$ cat src/rtl/rot_pkg.sv
// Shared types and elaboration helpers for the
// pipelined rotate/shift unit.
package rot_pkg;

   typedef enum logic [1:0] {
      ROT_ROR = 2'b00,
      ROT_ROL = 2'b01,
      ROT_SHR = 2'b10,
      ROT_SRA = 2'b11
   } rot_op_t;

   function automatic int popcount_mask(
      input logic [31:0] mask,
      input int          n
   );
      int c;
      c = 0;
      for (int i = 0; i < n; i++) begin
         if (mask[i]) c++;
      end
      return c;
   endfunction

   // Packed width of one beat: data, amt, op, sign, tag
   function automatic int beat_width(
      input int w,
      input int shw,
      input int tagw
   );
      return w + shw + $bits(rot_op_t) + 1 + tagw;
   endfunction

endpackage

$ cat src/rtl/rot_stage.sv
// One log-shifter layer (shift by 2^K) with an
// optional elastic output register.
module rot_stage
   import rot_pkg::*;
#(
   parameter int WIDTH = 32,
   parameter int SHW   = $clog2(WIDTH),
   parameter int TAGW  = 4,
   parameter int K     = 0,
   parameter bit REG   = 1'b1,
   localparam int PW   = beat_width(WIDTH, SHW, TAGW)
) (
   input  logic          clk,
   input  logic          rst,
   input  logic          valid_i,
   output logic          ready_o,
   input  logic [PW-1:0] beat_i,
   output logic          valid_o,
   input  logic          ready_i,
   output logic [PW-1:0] beat_o
);

   localparam int S = 1 << K;

   typedef struct packed {
      logic [WIDTH-1:0] data;
      logic [SHW-1:0]   amt;
      rot_op_t          op;
      logic             sign;
      logic [TAGW-1:0]  tag;
   } beat_t;

   beat_t cur;
   beat_t shf;
   logic  fill;

   assign cur = beat_i;

   always_comb begin
      shf  = cur;
      fill = (cur.op == ROT_SRA) ? cur.sign : 1'b0;
      if (cur.amt[K]) begin
         if (cur.op == ROT_ROR || cur.op == ROT_ROL) begin
            shf.data = {cur.data[S-1:0], cur.data[WIDTH-1:S]};
         end else begin
            shf.data = {{S{fill}}, cur.data[WIDTH-1:S]};
         end
      end
   end

   if (REG) begin : g_reg
      beat_t valid_unused_pad;
      beat_t beat_q;
      beat_t beat_d;
      logic  valid_q;
      logic  valid_d;

      assign valid_unused_pad = '0;
      assign ready_o = !valid_q || ready_i;

      // Load only when the slot frees up, so a stalled
      // beat stays put on the output.
      always_comb begin
         valid_d = valid_q;
         beat_d  = beat_q;
         if (ready_o) begin
            valid_d = valid_i;
            if (valid_i) beat_d = shf;
         end
      end

      always_ff @(posedge clk) begin
         if (rst) begin
            valid_q <= 1'b0;
            beat_q  <= '0;
         end else begin
            valid_q <= valid_d;
            beat_q  <= beat_d;
         end
      end

      assign valid_o = valid_q;
      assign beat_o  = beat_q;
   end else begin : g_comb
      logic unused_clk;

      assign unused_clk = clk ^ rst;
      assign ready_o    = ready_i;
      assign valid_o    = valid_i;
      assign beat_o     = shf;
   end

endmodule

$ cat src/rtl/rotshift_pipe.sv
// Pipelined barrel rotator/shifter: ROR, ROL, SHR, SRA
// with per-stage valid/ready and selectable registers.
module rotshift_pipe
   import rot_pkg::*;
#(
   parameter int             WIDTH    = 32,
   parameter int             SHW      = $clog2(WIDTH),
   parameter int             TAGW     = 4,
   parameter logic [SHW-1:0] REG_MASK = 'b10010
) (
   input  logic             clk,
   input  logic             rst,
   input  logic             in_valid,
   output logic             in_ready,
   input  logic [WIDTH-1:0] in_data,
   input  logic [SHW-1:0]   in_amt,
   input  logic [1:0]       in_op,
   input  logic [TAGW-1:0]  in_tag,
   output logic             out_valid,
   input  logic             out_ready,
   output logic [WIDTH-1:0] out_data,
   output logic [TAGW-1:0]  out_tag
);

   localparam int PW  = beat_width(WIDTH, SHW, TAGW);
   localparam int LAT = popcount_mask(32'(REG_MASK), SHW);

   typedef struct packed {
      logic [WIDTH-1:0] data;
      logic [SHW-1:0]   amt;
      rot_op_t          op;
      logic             sign;
      logic [TAGW-1:0]  tag;
   } beat_t;

   beat_t head;
   beat_t tail;
   logic  unused_tail;

   // ROL by n is ROR by (WIDTH - n) mod WIDTH; the
   // modulo falls out of the SHW-bit negate.
   always_comb begin
      head.data = in_data;
      head.op   = rot_op_t'(in_op);
      head.amt  = in_amt;
      if (rot_op_t'(in_op) == ROT_ROL) begin
         head.amt = '0 - in_amt;
      end
      head.sign = in_data[WIDTH-1];
      head.tag  = in_tag;
   end

   for (genvar k = 0; k < SHW; k++) begin : g_st
      logic          v_in;
      logic          r_in;
      logic          v_out;
      logic          r_out;
      logic [PW-1:0] b_in;
      logic [PW-1:0] b_out;

      if (k == 0) begin : g_head
         assign v_in = in_valid;
         assign b_in = head;
      end else begin : g_link
         assign v_in = g_st[k-1].v_out;
         assign b_in = g_st[k-1].b_out;
      end

      if (k == SHW - 1) begin : g_tail
         assign r_out = out_ready;
      end else begin : g_next
         assign r_out = g_st[k+1].r_in;
      end

      rot_stage #(
         .WIDTH (WIDTH),
         .SHW   (SHW),
         .TAGW  (TAGW),
         .K     (k),
         .REG   (REG_MASK[k])
      ) u_stage (
         .clk     (clk),
         .rst     (rst),
         .valid_i (v_in),
         .ready_o (r_in),
         .beat_i  (b_in),
         .valid_o (v_out),
         .ready_i (r_out),
         .beat_o  (b_out)
      );
   end

   if (LAT == 0) begin : g_wire
      assign in_ready = out_ready;
   end else begin : g_pipe
      assign in_ready = g_st[0].r_in;
   end

   assign tail        = g_st[SHW-1].b_out;
   assign out_valid   = g_st[SHW-1].v_out;
   assign out_data    = tail.data;
   assign out_tag     = tail.tag;
   assign unused_tail = ^{tail.amt, tail.op, tail.sign};

endmodule

$ cat config.mk
export PLATFORM = sky130hd
export DESIGN_NAME = rotshift_pipe
export DESIGN_NICKNAME = d
export VERILOG_FILES = /design/src/rtl/rot_pkg.sv /design/src/rtl/rot_stage.sv /design/src/rtl/rotshift_pipe.sv
export SDC_FILE = /design/constraint.sdc
export NUM_CORES = 1
export LEC_CHECK = 0
export BUFFER_PORTS_ARGS = -buffer_cell sky130_fd_sc_hd__clkbuf_2
export CAP_MARGIN = 20
export CORE_ASPECT_RATIO = 0.8
export CORE_UTILIZATION = 40
export CTS_BUF_LIST = sky130_fd_sc_hd__clkbuf_16
export DETAILED_ROUTE_END_ITERATION = 10
export HOLD_SLACK_MARGIN = 0.05
export SETUP_SLACK_MARGIN = 0.3
export SLEW_MARGIN = 25
export SYNTH_ARGS = -nofsm -noshare
export SYNTH_HDL_FRONTEND = slang
export SYNTH_HIERARCHICAL = 1
export SYNTH_SLANG_ARGS = --single-unit
$ cat constraint.sdc
create_clock -name clk -period 2.2 [get_ports clk]
set_input_delay 0.22 -clock clk [delete_from_list [all_inputs] [get_ports clk]]
set_output_delay 0.22 -clock clk [all_outputs]
set_load 0.02 [all_outputs]
**Yosys cells after proc, flatten, opt, wreduce, memory -nomap -nowiden**

Index checks and enable logic that the tools add are counted.

- Add/sub/neg operators: 1
- Multiply operators: 0
- Divide/modulo/power cells: 0
- Order comparisons: 0
- Equal/unequal tests: 4
- Shift-type cells: 0
- Mux-type cells: 13
- Bitwise logic cells: 0
- Reductions and logical operators: 10

Operators by type and width:

| cell | number |
|---|---|
| 32-bit 2-to-1 mux | 10 |
| 5-bit 2-to-1 mux | 1 |
| 1-bit by 5-bit subtractor with 5-bit output (first input constant) | 1 |
| 2-bit by 1-bit equality test with 1-bit output (second input constant) | 2 |
| 2-bit equality test (second input constant) | 2 |
| 2-bit logical NOT | 2 |
| 1-bit logical OR | 4 |
| 2-bit AND reduction | 2 |
| 1-bit logical NOT | 2 |
| 1-bit 2-to-1 mux | 2 |

- Register bits after elaboration: 82
- Latch bits: 0
- Memory bits (writable): 0
- ROM bits: 0
- Output and inout port bits: 38
- Memories: 0

**Logic depth before layout (Yosys ltp)**

Gate-level depths: netlist (run 1).

- Word-level depth: 8
- Mapped depth: 10

**Hierarchy**

The synthesis (run 1) kept the hierarchy.

By module, submodules not included:

| module | instances | cells each | area each (µm²) | seq. area each (µm²) |
|---|---|---|---|---|
| rot_stage at g_st[1].u_stage | 1 | 211 | 2314.7 | 900.9 |
| rot_stage at g_st[4].u_stage | 1 | 243 | 2169.6 | 900.9 |
| rot_stage at g_st[0].u_stage | 1 | 53 | 651.9 | 0.0 |
| rot_stage at g_st[2].u_stage | 1 | 59 | 635.6 | 0.0 |
| rot_stage at g_st[3].u_stage | 1 | 67 | 556.8 | 0.0 |
| rotshift_pipe | 1 | 13 | 100.1 | 0.0 |

**Worst setup path after synthesis (run 1)**

OpenSTA, ideal clock, no wires.

- Kind: reg-to-output
- Start point: reg g_st[4].u_stage.g_reg.valid_q
- End point: out in_ready
- Data arrival time: 1723 ps
- Data required time: 1980 ps
- Slack: 257 ps
- Cell stages (with the launch flop): 10
- Path buffers: 5
- Path through: dfxtp_1 nor2b_4 inv_2 buf_2 buf_4 buf_4 nor2b_4 inv_4 buf_4 buf_4

- Word-level cells in the longest chain between the ends: 3

Ends and longest elaborated chain:

| what | line | source |
|---|---|---|
| start, declared | rot_stage.sv:55 | `logic valid_q;` |
| start signal, assigned | rot_stage.sv:77 | `valid_q <= valid_d;` |
| 1-bit logical NOT | rot_stage.sv:59 | `assign ready_o = !valid_q \|\| ready_i;` |
| 1-bit logical OR | rot_stage.sv:59 |  |
| net g_st[3].r_out | rotshift_pipe.sv:57 | `logic r_out;` |
| 1-bit logical OR | rot_stage.sv:59 |  |
| end, declared | rotshift_pipe.sv:14 | `output logic in_ready,` |

The timed path passes the listed nets, and every way through them passes these cells.

**Worst setup path after layout (run 1)**

- Start point: reg g_st[1].u_stage.g_reg.beat_q (netlist bit g_st[1].u_stage/beat_o[6])
- End point: reg g_st[4].u_stage.g_reg.beat_q (netlist bit g_st[4].u_stage/beat_o[24])

- Word-level cells in the longest chain between the ends: 7
- Elaborated cells on any way between the ends: 11

Ends and longest elaborated chain:

| what | line | source |
|---|---|---|
| start, declared | rot_stage.sv:53 | `beat_t beat_q;` |
| start signal, assigned | rot_stage.sv:78 | `beat_q <= beat_d;` |
| 2-bit equality test (tied with other cells) | rot_stage.sv:41 | `fill = (cur.op == ROT_SRA) ? cur.sign : 1'b0;` |
| 1-bit 2-to-1 mux or 1-bit logical OR (tied branches) | rot_stage.sv:41, rot_stage.sv:43 |  |
| 32-bit 2-to-1 mux * | rot_stage.sv:43 | `if (cur.op == ROT_ROR \|\| cur.op == ROT_ROL) begin` |
| 32-bit 2-to-1 mux * | rot_stage.sv:42 | `if (cur.amt[K]) begin` |
| net g_st[2].b_out[40] | rotshift_pipe.sv:59 | `logic [PW-1:0] b_out;` |
| 32-bit 2-to-1 mux * | rot_stage.sv:42 |  |
| net g_st[3].b_out[40] | rotshift_pipe.sv:59 |  |
| 32-bit 2-to-1 mux * | rot_stage.sv:43 |  |
| 32-bit 2-to-1 mux * | rot_stage.sv:42 |  |
| end signal, assigned | rot_stage.sv:78 |  |
| end, declared | rot_stage.sv:53 |  |

Mark *: on every way through the listed nets, which the timed path passes. The rest lies on a longest branch.
A chain may end at the register's enable or synchronous reset.

==> qor.yml, run 1 <==
finish:
  nFillCells: 1382
  n_antenna_cell: 0
  layout-area-overhead-vs-synth_pct: 5.76
  final_area_mm2: 0.00636
  most-common-layout-cells: "clkbuf_2, dfxtp_1, mux2_4, mux2i_1, a21oi_1"
  final_common_cell: "clkbuf_2"
  fin_nets: 664
  drive_gt1_share_pct: 43.2
global_route:
  antenna_found_initial: 0
  grt.overflow.total: 0
  grt_max_degree: 45
  grt_pass1_vias: 4593
  track_usage_pct: 19.6
  grt_pass1_wl_um: 24300
run:
  maxCapViolations: 0
detailed_routing:
  drt_first_pass_iters: 8
  wl_per_cell_um: 18.4
  final_antenna_net_count: 0
  wl_um: 14800
  num_vias: 4493
  viasPerCell: 5.59
  drtIter0Drc: 389
  drcViolationCount: 1
worst_setup_path:
  cp_common_cell: "a31oi_1"
  worstSetupStartpointType: "flip-flop"
  path_cells: "nand3_1 > a31oi_1 > nor2_1 > a31oi_1 > mux2i_1 > a211oi_1"
  cp-endpoint: "g_st[4].u_stage/beat_o[24]"
  reg2reg_slack_ns: 0.41
  arrival_ns: 2.05
  critPathMaxStageDelay_ns: 0.49
  reg2reg_depth: 6
  timing.rr.start: "g_st[1].u_stage/beat_o[6]"
  crit_start: "g_st[1].u_stage/beat_o[6]"
  setup.worst_path.class: "reg2reg"
  cp.required_ns: 2.46
  cp_slowest_cell: "dfxtp_1"
  cp.depth: 6
  cp_top_family: "compound AO/OA/AOI/OAI gates"
  path_buf_inv: 0
  crit_fanout: 10
  end_kind: "flip-flop"
  reg2reg_to: "g_st[4].u_stage/beat_o[24]"
place:
  post-place-ws_ns: 0.434
  port-buffer-count: 84
  hpwl_um: 10800
  gp_congestion: 0.866
  place_area_mm2: 0.00604
clocking:
  clk_path_buf_depth: 2
  ctsHtreeMaxLevel: 3
  numCtsBuffers: 9
  clkLatencyLatePin_ns: 0.34
  cts.clk_slew.worst_paths_ns: 0.06
  clkSinkCount: 80
  root_buffer: "clkbuf_16"
  cts_tree: "done"
power_and_ir_drop:
  p_sw_share_pct: 30.2
  p_int_uw: 2930
  clkPwrFrac_pct: 34.0
  fin_total_pwr_uw: 4200
  seq_power_share_pct: 39.7
  ir_drop_mv: 0.412
  powerDensity_mw_per_mm2: 660
  p_leak_uw: 0.00257
  p_sw_uw: 1270
  power_frac_comb_pct: 26.4
timing:
  period_share_pct: 81.5
  relSlewSlack_pct: 48.6
  drv_slew: 0
  min_period_ns: 1.79
  fin_worst_skew_ns: 0.00685
  hold_viol: 0
  rsz0062_at_grt: "yes"
  fin_setup_tns_ns: 0
  setup_viol: 0
  fmax_ghz: 0.558
  layout_setup_ws_ns: 0.408
  tightest_slew_ns: 0.770
die:
  core_area_mm2: 0.0145
  num_rows: 39
  die_h_um: 112
  start_util_pct: 41.5
  die_w_um: 139
  io_pins: 85
  die_area_mm2: 0.0155
min_path:
  hp-class: "in2reg"
run_status:
  violations: "DRC"
  status: "finished, violations left"
synthesis:
  synth_area_mm2: 0.00602
  synth_area_per_cell_um2: 10.1
  yosysWarnings: 6
  synth_nets: 646
  syn_inst: 598
-- flip-flops by register name (all words and copies together), names as in the netlist --
signal / count
g_st.u_stage/valid_o: 2
g_st.u_stage/beat_o: 78
-- power by group through the flow --
stage                     Sequential, µW  Clock (µW)  Combinational, µW
final                               1670        1430               1110
after global routing                1680        1530               1190
after CTS                           1670        1460               1100
after detailed placement            1700           0               1090
after global placement              1690           0               1080
after floorplan                     1700           0                901
-- layer usage --
metal  track usage, %  up-vias  wire length (µm)
li1                 -     2214                 -
met1             25.6     2157              7010
met2             32.3      109              6890
met3             5.33       13               767
met4             4.15        0               135
met5                0        -                 0
-- layout make-up --
| cell class | count | area [µm²] | share of cell area, % |
|---|---|---|---|
| Multi-Input combinational cell | 396 | 3550 | 55.8 |
| Timing Repair Buffer | 103 | 601 | 9.44 |
| Clock inverter | 6 | 51.3 | 0.806 |
| Clock buffer | 9 | 225 | 3.54 |
| Tap cell | 184 | 230 | 3.62 |
| Sequential cell | 80 | 1600 | 25.2 |
| Inverter | 26 | 105 | 1.65 |
-- worst min-delay path: cells and delay by family --
family / cells / cell delay, ns
buf+inv: 1 / 0.08
simple gates: 1 / 0.07
compound gates: 1 / 0.05
-- through the flow --
step	hold WS, ns	util, %	instances
after floorplan	0.454	-	598
after global placement	0.472	41.7	786
after detailed placement	0.471	41.7	786
after CTS	0.124	43.7	803
after global routing	0.133	43.9	804
final	0.127	43.9	804
-- how the worst min path moves through the flow --
stage,start,endpoint,slack [ns],cells past startpoint
after global placement,g_st[1].u_stage/beat_o[1],g_st[1].u_stage/beat_o[1],0.47,2
after global routing,in_tag[2],g_st[1].u_stage/beat_o[2],0.13,3
after CTS,in_tag[3],g_st[1].u_stage/beat_o[3],0.12,3
after floorplan,g_st[1].u_stage/beat_o[0],g_st[1].u_stage/beat_o[0],0.45,2
after detailed placement,g_st[4].u_stage/beat_o[38],g_st[4].u_stage/beat_o[38],0.47,2
final,in_tag[3],g_st[1].u_stage/beat_o[3],0.13,3
-- what timing repair did --
action,4_1_cts,5_1_grt
hold buffers,0,0
setup buffers,2,0
endpoints found under the setup margin,1,1
gates resized for setup,1,1
(Power assumes the default switching activity.)
==> run 2: changes to the inputs <==
--- a/config.mk
+++ b/config.mk
@@ -5,6 +5,7 @@
 export SDC_FILE = /design/constraint.sdc
 export NUM_CORES = 1
 export LEC_CHECK = 0
+export ABC_AREA = 1
 export BUFFER_PORTS_ARGS = -buffer_cell sky130_fd_sc_hd__clkbuf_2
 export CAP_MARGIN = 20
 export CORE_ASPECT_RATIO = 0.8
==> constraint.sdc (replaced) <==
create_clock -name clk -period 1.51 [get_ports clk]
set_input_delay 0.151 -clock clk [delete_from_list [all_inputs] [get_ports clk]]
set_output_delay 0.151 -clock clk [all_outputs]
set_load 0.02 [all_outputs]
==> run 2 against run 1 <==
Effect of this change: first-iteration DRC count grew 16%; combinational power grew 86%; worst setup slack lost 0.38 ns; synthesized cell count grew 66%; count of clock-buffer cells in the layout is the same; cell area grew 23%; sequential share of layout area shrank 4.6 points; flip-flop and latch count is the same; the run now ends clean; clock power grew 50%.
==> qor.yml, run 2 <==
synthesis:
  synth_area_per_cell_um2: 5.92  # -41%
  syn_inst: 995  # +66%
  synth_area_mm2: 0.00589  # -2.2%
  synth_nets: 1043  # +61%
  yosysWarnings: 6  # unchanged
worst_setup_path:
  reg2reg_depth: 10  # +4
  cp_slowest_cell: "dfxtp_4"
  arrival_ns: 1.76  # -0.29 ns
  crit_fanout: 8  # -2
  cp.required_ns: 1.80  # -0.66 ns
  path_cells: "buf_6 > buf_16 > nand2_1 > nand2_2 > nand2_1 > nand2_2 > nand2_1 > nand3_1 > nand2_1 > a21oi_2"
  setup.worst_path.class: "reg2reg"
  cp_common_cell: "nand2_1"
  end_kind: "flip-flop"
  worstSetupStartpointType: "flip-flop"
  critPathMaxStageDelay_ns: 0.47  # -0.02 ns
power_and_ir_drop:
  p_sw_uw: 2300  # +81%
  seq_power_share_pct: 36.6  # -3.1 points
  p_sw_share_pct: 34.7  # +4.4 points
  fin_total_pwr_uw: 6630  # +58%
  p_int_uw: 4330  # +48%
  ir_drop_mv: 0.779  # +89%
  powerDensity_mw_per_mm2: 846  # +28%
  p_leak_uw: 0.00395  # +54%
  power_frac_comb_pct: 31.1  # +4.7 points
  clkPwrFrac_pct: 32.3  # -1.7 points
die:
  num_rows: 39  # unchanged
  start_util_pct: 41.0  # -0.50 points
  core_area_mm2: 0.0143  # -1.0%
  die_w_um: 138  # -1.1%
  io_pins: 85  # unchanged
  die_area_mm2: 0.0152  # -2.2%
  die_h_um: 110  # -1.1%
clocking:
  numCtsBuffers: 9  # unchanged
  cts_tree: "done"
  ctsHtreeMaxLevel: 3  # unchanged
  clkLatencyLatePin_ns: 0.35  # about the same
  clkSinkCount: 80  # unchanged
  root_buffer: "clkbuf_16"
  cts.clk_slew.worst_paths_ns: 0.06  # about the same
  clk_path_buf_depth: 2  # unchanged
global_route:
  grt_pass1_wl_um: 26800  # +10%
  track_usage_pct: 22.7  # +3.1 points
  antenna_found_initial: 0  # unchanged
  grt_pass1_vias: 5390  # +17%
  grt.overflow.total: 0  # unchanged
  grt_max_degree: 48  # +6.7%
finish:
  drive_gt1_share_pct: 41.7  # -1.5 points
  n_antenna_cell: 0  # unchanged
  largest_register_ffs: 78  # unchanged
  nFillCells: 1431  # +3.5%
  most-common-layout-cells: "nand2_1, nand2_2, clkbuf_2, dfxtp_1, nor2_1"
  fin_nets: 1103  # +66%
  final_common_cell: "nand2_1"
  layout-area-overhead-vs-synth_pct: 33.1
detailed_routing:
  drtIter0Drc: 453  # +16%
  num_vias: 6161  # +37%
  final_antenna_net_count: 0  # unchanged
  wl_um: 17900  # +21%
  drcViolationCount: 0  # -1
  wl_per_cell_um: 14.4  # -22%
  drt_first_pass_iters: 5  # -3
  viasPerCell: 4.95  # -11%
min_path:
  hp-class: "in2reg"
  hold_depth: 3  # unchanged
timing:
  relSlewSlack_pct: 75.7  # +27 points
  hold_ws_ns: 0.0972  # -0.0297 ns
  layout_setup_ws_ns: 0.0311  # -0.377 ns
  tightest_slew_ns: 0.364  # -0.405 ns
  hold_viol: 0  # unchanged
  rsz0062_at_grt: "yes"
  fmax_ghz: 0.676  # +21%
  fin_setup_tns_ns: 0  # unchanged
  min_period_ns: 1.48  # -0.313 ns
  period_share_pct: 97.9  # +16 points
  fin_worst_skew_ns: 0.00725  # +0.000403 ns
  drv_slew: 0  # unchanged
  setup_viol: 0  # unchanged
place:
  port-buffer-count: 84  # unchanged
  gp_congestion: 0.931  # +7.5%
  hpwl_um: 10800  # +0.12%
  post-place-ws_ns: 0.0590  # -0.375 ns
run_status:
  status: "complete, no violations"
run:
  maxCapViolations: 0  # unchanged
[run 2: what timing repair did]
item | 4_1_cts | 5_1_grt
hold endpoints to repair | 4 | 0
buffers inserted | 7 | 13
setup endpoints to repair | 53 | 77
pin swaps | 26 | 125
gates resized for setup | 72 | 210
hold buffers | 4 | 0
gates cloned | 9 | 8
[run 2: metrics by stage]
stage	std cells	area [µm²]	util, %
6_report	1244	7830	54.6
5_1_grt	1244	7830	54.6
4_1_cts	1223	6880	48.0
3_5_place_dp	1187	6080	42.4
3_3_place_gp	1187	6080	42.4
2_1_floorplan	995	6010	-
[run 2: layer usage]
metal	wire (µm)	track usage [%]
met1	8440	32.1
met5	0	0
met3	1100	4.45
met2	7990	34.2
met4	380	7.03
[run 2: worst paths after layout]
path / startpoint / end / slack [ns]
min reg2reg: g_st[4].u_stage/beat_o[23] / g_st[4].u_stage/beat_o[23] / 0.47
min: in_data[31] / g_st[1].u_stage/beat_o[4] / 0.1
max: g_st[1].u_stage/beat_o[9] / g_st[4].u_stage/beat_o[38] / 0.03
max reg2reg: g_st[1].u_stage/beat_o[9] / g_st[4].u_stage/beat_o[38] / 0.03
[run 2: worst max-delay path: cells and delay by family, from the launching register on]
kind / cells / cell delay [ns]
flops: 1 / 0.47
buf+inv: 2 / 0.31
compound gates: 1 / 0.11
simple gates: 7 / 0.53
[run 2: area by class of cell]
type	count	area (µm²)	area share [%]
timing repair inverter	7	123	1.57
multi-input combinational	781	4200	53.6
inverter	41	215	2.75
clock buffer	9	225	2.88
sequential	80	1620	20.6
timing repair buffer	135	1160	14.8
clock inverter	7	62.6	0.799
tap	184	230	2.94
[run 2: power by group through the flow]
stage                     Combinational (µW)  Clock [µW]  Sequential [µW]
after CTS                               1710        2180             2390
final                                   2060        2140             2420
after detailed placement                1520           0             2430
after global placement                  1510           0             2430
after global routing                    2260        2280             2440
after floorplan                         1210           0             2470
==> run 3: changes to the inputs <==
--- a/config.mk
+++ b/config.mk
@@ -5,7 +5,6 @@
 export SDC_FILE = /design/constraint.sdc
 export NUM_CORES = 1
 export LEC_CHECK = 0
-export ABC_AREA = 1
 export BUFFER_PORTS_ARGS = -buffer_cell sky130_fd_sc_hd__clkbuf_2
 export CAP_MARGIN = 20
 export CORE_ASPECT_RATIO = 0.8
==> run 3 against run 2 <==
Effect of this change: the flow now finishes with violations (DRC, setup timing); via count fell by 22%; critical path depth shrank 3; sequential share of layout area grew 1.2 points; worst setup slack lost 0.18 ns; maximum frequency is 11% lower; first-iteration DRC count shrank 20%.
==> qor.yml, run 3 (synthesis results as in run 1) <==
power_and_ir_drop:
  p_int_uw: 4340  # +0.24%
  p_leak_uw: 0.00297  # -25%
  seq_power_share_pct: 38.1  # +1.5 points
  ir_drop_mv: 0.555  # -29%
  powerDensity_mw_per_mm2: 861  # +1.8%
  clkPwrFrac_pct: 29.8  # -2.5 points
  p_sw_share_pct: 31.7  # -3.0 points
  power_frac_comb_pct: 32.0  # +0.9 points
  p_sw_uw: 2020  # -12%
worst_setup_path:
  cp.required_ns: 1.73  # -0.07 ns
  cp_common_cell: "mux2_4"
  path_buf_inv: 2  # unchanged
  crit_fanout: 7  # -1
  critPathMaxStageDelay_ns: 0.37  # -0.10 ns
  worstSetupStartpointType: "flip-flop"
  timing.rr.start: "g_st[1].u_stage/beat_o[9]"
  arrival_ns: 1.88  # +0.12 ns
  cp_top_family: "multiplexers"
  path_cells: "buf_12 > buf_16 > mux2_4 > mux2_4 > nand2b_1 > and3_1 > o32ai_2"
  crit_start: "g_st[1].u_stage/beat_o[9]"
  cp_slowest_cell: "dfxtp_4"
  setup.worst_path.class: "reg2reg"
  end_kind: "flip-flop"
finish:
  final_common_cell: "clkbuf_2"
  layout-area-overhead-vs-synth_pct: 22.6
  drive_gt1_share_pct: 55.2  # +13 points
  largest_register_ffs: 78  # unchanged
  n_antenna_cell: 0  # unchanged
  nFillCells: 1289  # -9.9%
  most-common-layout-cells: "clkbuf_2, dfxtp_1, mux2_4, mux2i_1"
  fin_nets: 706  # -36%
  layout.cells.non_filler: 844  # -32%
run_status:
  status: "finished, violations left"
  violations: "DRC, setup timing"
min_path:
  hp-class: "in2reg"
  min_from: "in_tag[0]"
detailed_routing:
  wl_um: 17000  # -5.2%
  drtIter0Drc: 364  # -20%
  wl_per_cell_um: 20.1  # +40%
  num_vias: 4796  # -22%
  final_antenna_net_count: 0  # unchanged
  viasPerCell: 5.68  # +15%
  drcViolationCount: 5  # +5
  drt_first_pass_iters: 10  # +5
timing:
  setup_viol: 49  # +49
  min_period_ns: 1.66  # +0.182 ns
  hold_ws_ns: 0.0620  # -0.0351 ns
  rsz0062_at_grt: "yes"
  fin_worst_skew_ns: 0.00533  # -0.00192 ns
  period_share_pct: 110  # +12 points
  fmax_ghz: 0.602  # -11%
  layout_setup_ws_ns: -0.151  # -0.182 ns
  tightest_slew_ns: 0.646  # +0.282 ns
  relSlewSlack_pct: 56.9  # -19 points
  hold_viol: 0  # unchanged
  drv_slew: 0  # unchanged
global_route:
  grt_pass1_vias: 4846  # -10%
  grt.overflow.total: 0  # unchanged
  antenna_found_initial: 0  # unchanged
  track_usage_pct: 21.2  # -1.5 points
  grt_max_degree: 50  # +4.2%
  grt_pass1_wl_um: 26000  # -3.1%
clocking:
  clkLatencyLatePin_ns: 0.34  # about the same
  clkSinkCount: 80  # unchanged
  clk_path_buf_depth: 2  # unchanged
  root_buffer: "clkbuf_16"
  cts_tree: "done"
  numCtsBuffers: 9  # unchanged
  cts.clk_slew.worst_paths_ns: 0.06  # about the same
  ctsHtreeMaxLevel: 3  # unchanged
die:
  io_pins: 85  # unchanged
  start_util_pct: 41.5  # +0.50 points
  die_w_um: 139  # +1.1%
  die_h_um: 112  # +1.1%
  core_area_mm2: 0.0145  # +1.0%
  num_rows: 39  # unchanged
  die_area_mm2: 0.0155  # +2.2%
place:
  placedCellCount: 806  # -32%
  gp_congestion: 0.813  # -13%
  port-buffer-count: 84  # unchanged
  hpwl_um: 11100  # +2.6%
run:
  maxCapViolations: 0  # unchanged
[run 3: changes by cell type in the layout (fill, tap and decap cells not counted), sizes merged, moves of 32 or more]
cell,before,now
nand2b,0,32
a211oi,0,46
nor2,54,19
nand2,597,0
mux2,0,84
mux2i,0,46
[run 3: layout make-up]
type	count	area [µm²]	share of cell area (%)
Multi-Input combinational cell	397	4000	54.3
Inverter	26	115	1.56
Clock inverter	4	17.5	0.237
Tap cell	184	230	3.12
Clock buffer	9	225	3.05
Timing Repair inverter	2	20.0	0.271
Timing Repair Buffer	142	1150	15.6
Sequential cell	80	1610	21.9
[run 3: path summary, 6_finish.rpt]
kind                                                   end  slack [ns]  depth (start not counted)
worst min register to register   g_st[1].u_stage/beat_o[2]        0.46                          2
worst max-delay path            g_st[4].u_stage/beat_o[35]       -0.15                          7
worst min-delay path             g_st[1].u_stage/beat_o[0]        0.06                          3
worst max register to register  g_st[4].u_stage/beat_o[35]       -0.15                          7
[run 3: tightest hold or removal path: cells and delay by family]
kind                   cells  cell delay [ns]
and+or+nand+nor            1             0.06
AOI/OAI and AO/OA          1             0.06
buffers and inverters      1             0.09
[run 3: power by group through the flow]
stage	clock (µW)	combinational, µW	sequential (µW)
after floorplan	0	1380	2480
after global placement	0	1730	2450
after detailed placement	0	1760	2450
after CTS	1920	1900	2410
after global routing	1990	2180	2440
final	1890	2040	2420
[run 3: stage by stage]
step | setup slack (ns) | cell area [µm²] | TNS [ns] | total power, µW | utilization [%]
4_1_cts | -0.158 | 7000 | -2.94 | 6230 | 48.3
5_1_grt | -0.218 | 7380 | -8.07 | 6610 | 50.9
3_3_place_gp | -0.201 | 6390 | -7.12 | 4180 | 44.1
3_5_place_dp | -0.227 | 6390 | -9.57 | 4210 | 44.1
6_report | -0.151 | 7380 | -3.72 | 6350 | 50.9
2_1_floorplan | -0.138 | 6160 | -5.29 | 3850 | -
[run 3: what timing repair did]
action | in CTS | in global routing
gates cloned | 5 | 4
pin swaps | 20 | 18
hold buffers | 0 | 0
endpoints found under the setup margin | 80 | 78
resized for setup | 53 | 53
setup buffers | 9 | 7
[run 3: routing by layer]
| layer | share of wire (%) | track usage, % | vias to the layer above |
|---|---|---|---|
| met5 | 0 | 0 | - |
| met4 | 1.3 | 6.30 | 0 |
| met3 | 4.8 | 4.86 | 18 |
| met2 | 46 | 34.3 | 101 |
| met1 | 48 | 28.2 | 2386 |
| li1 | - | - | 2291 |
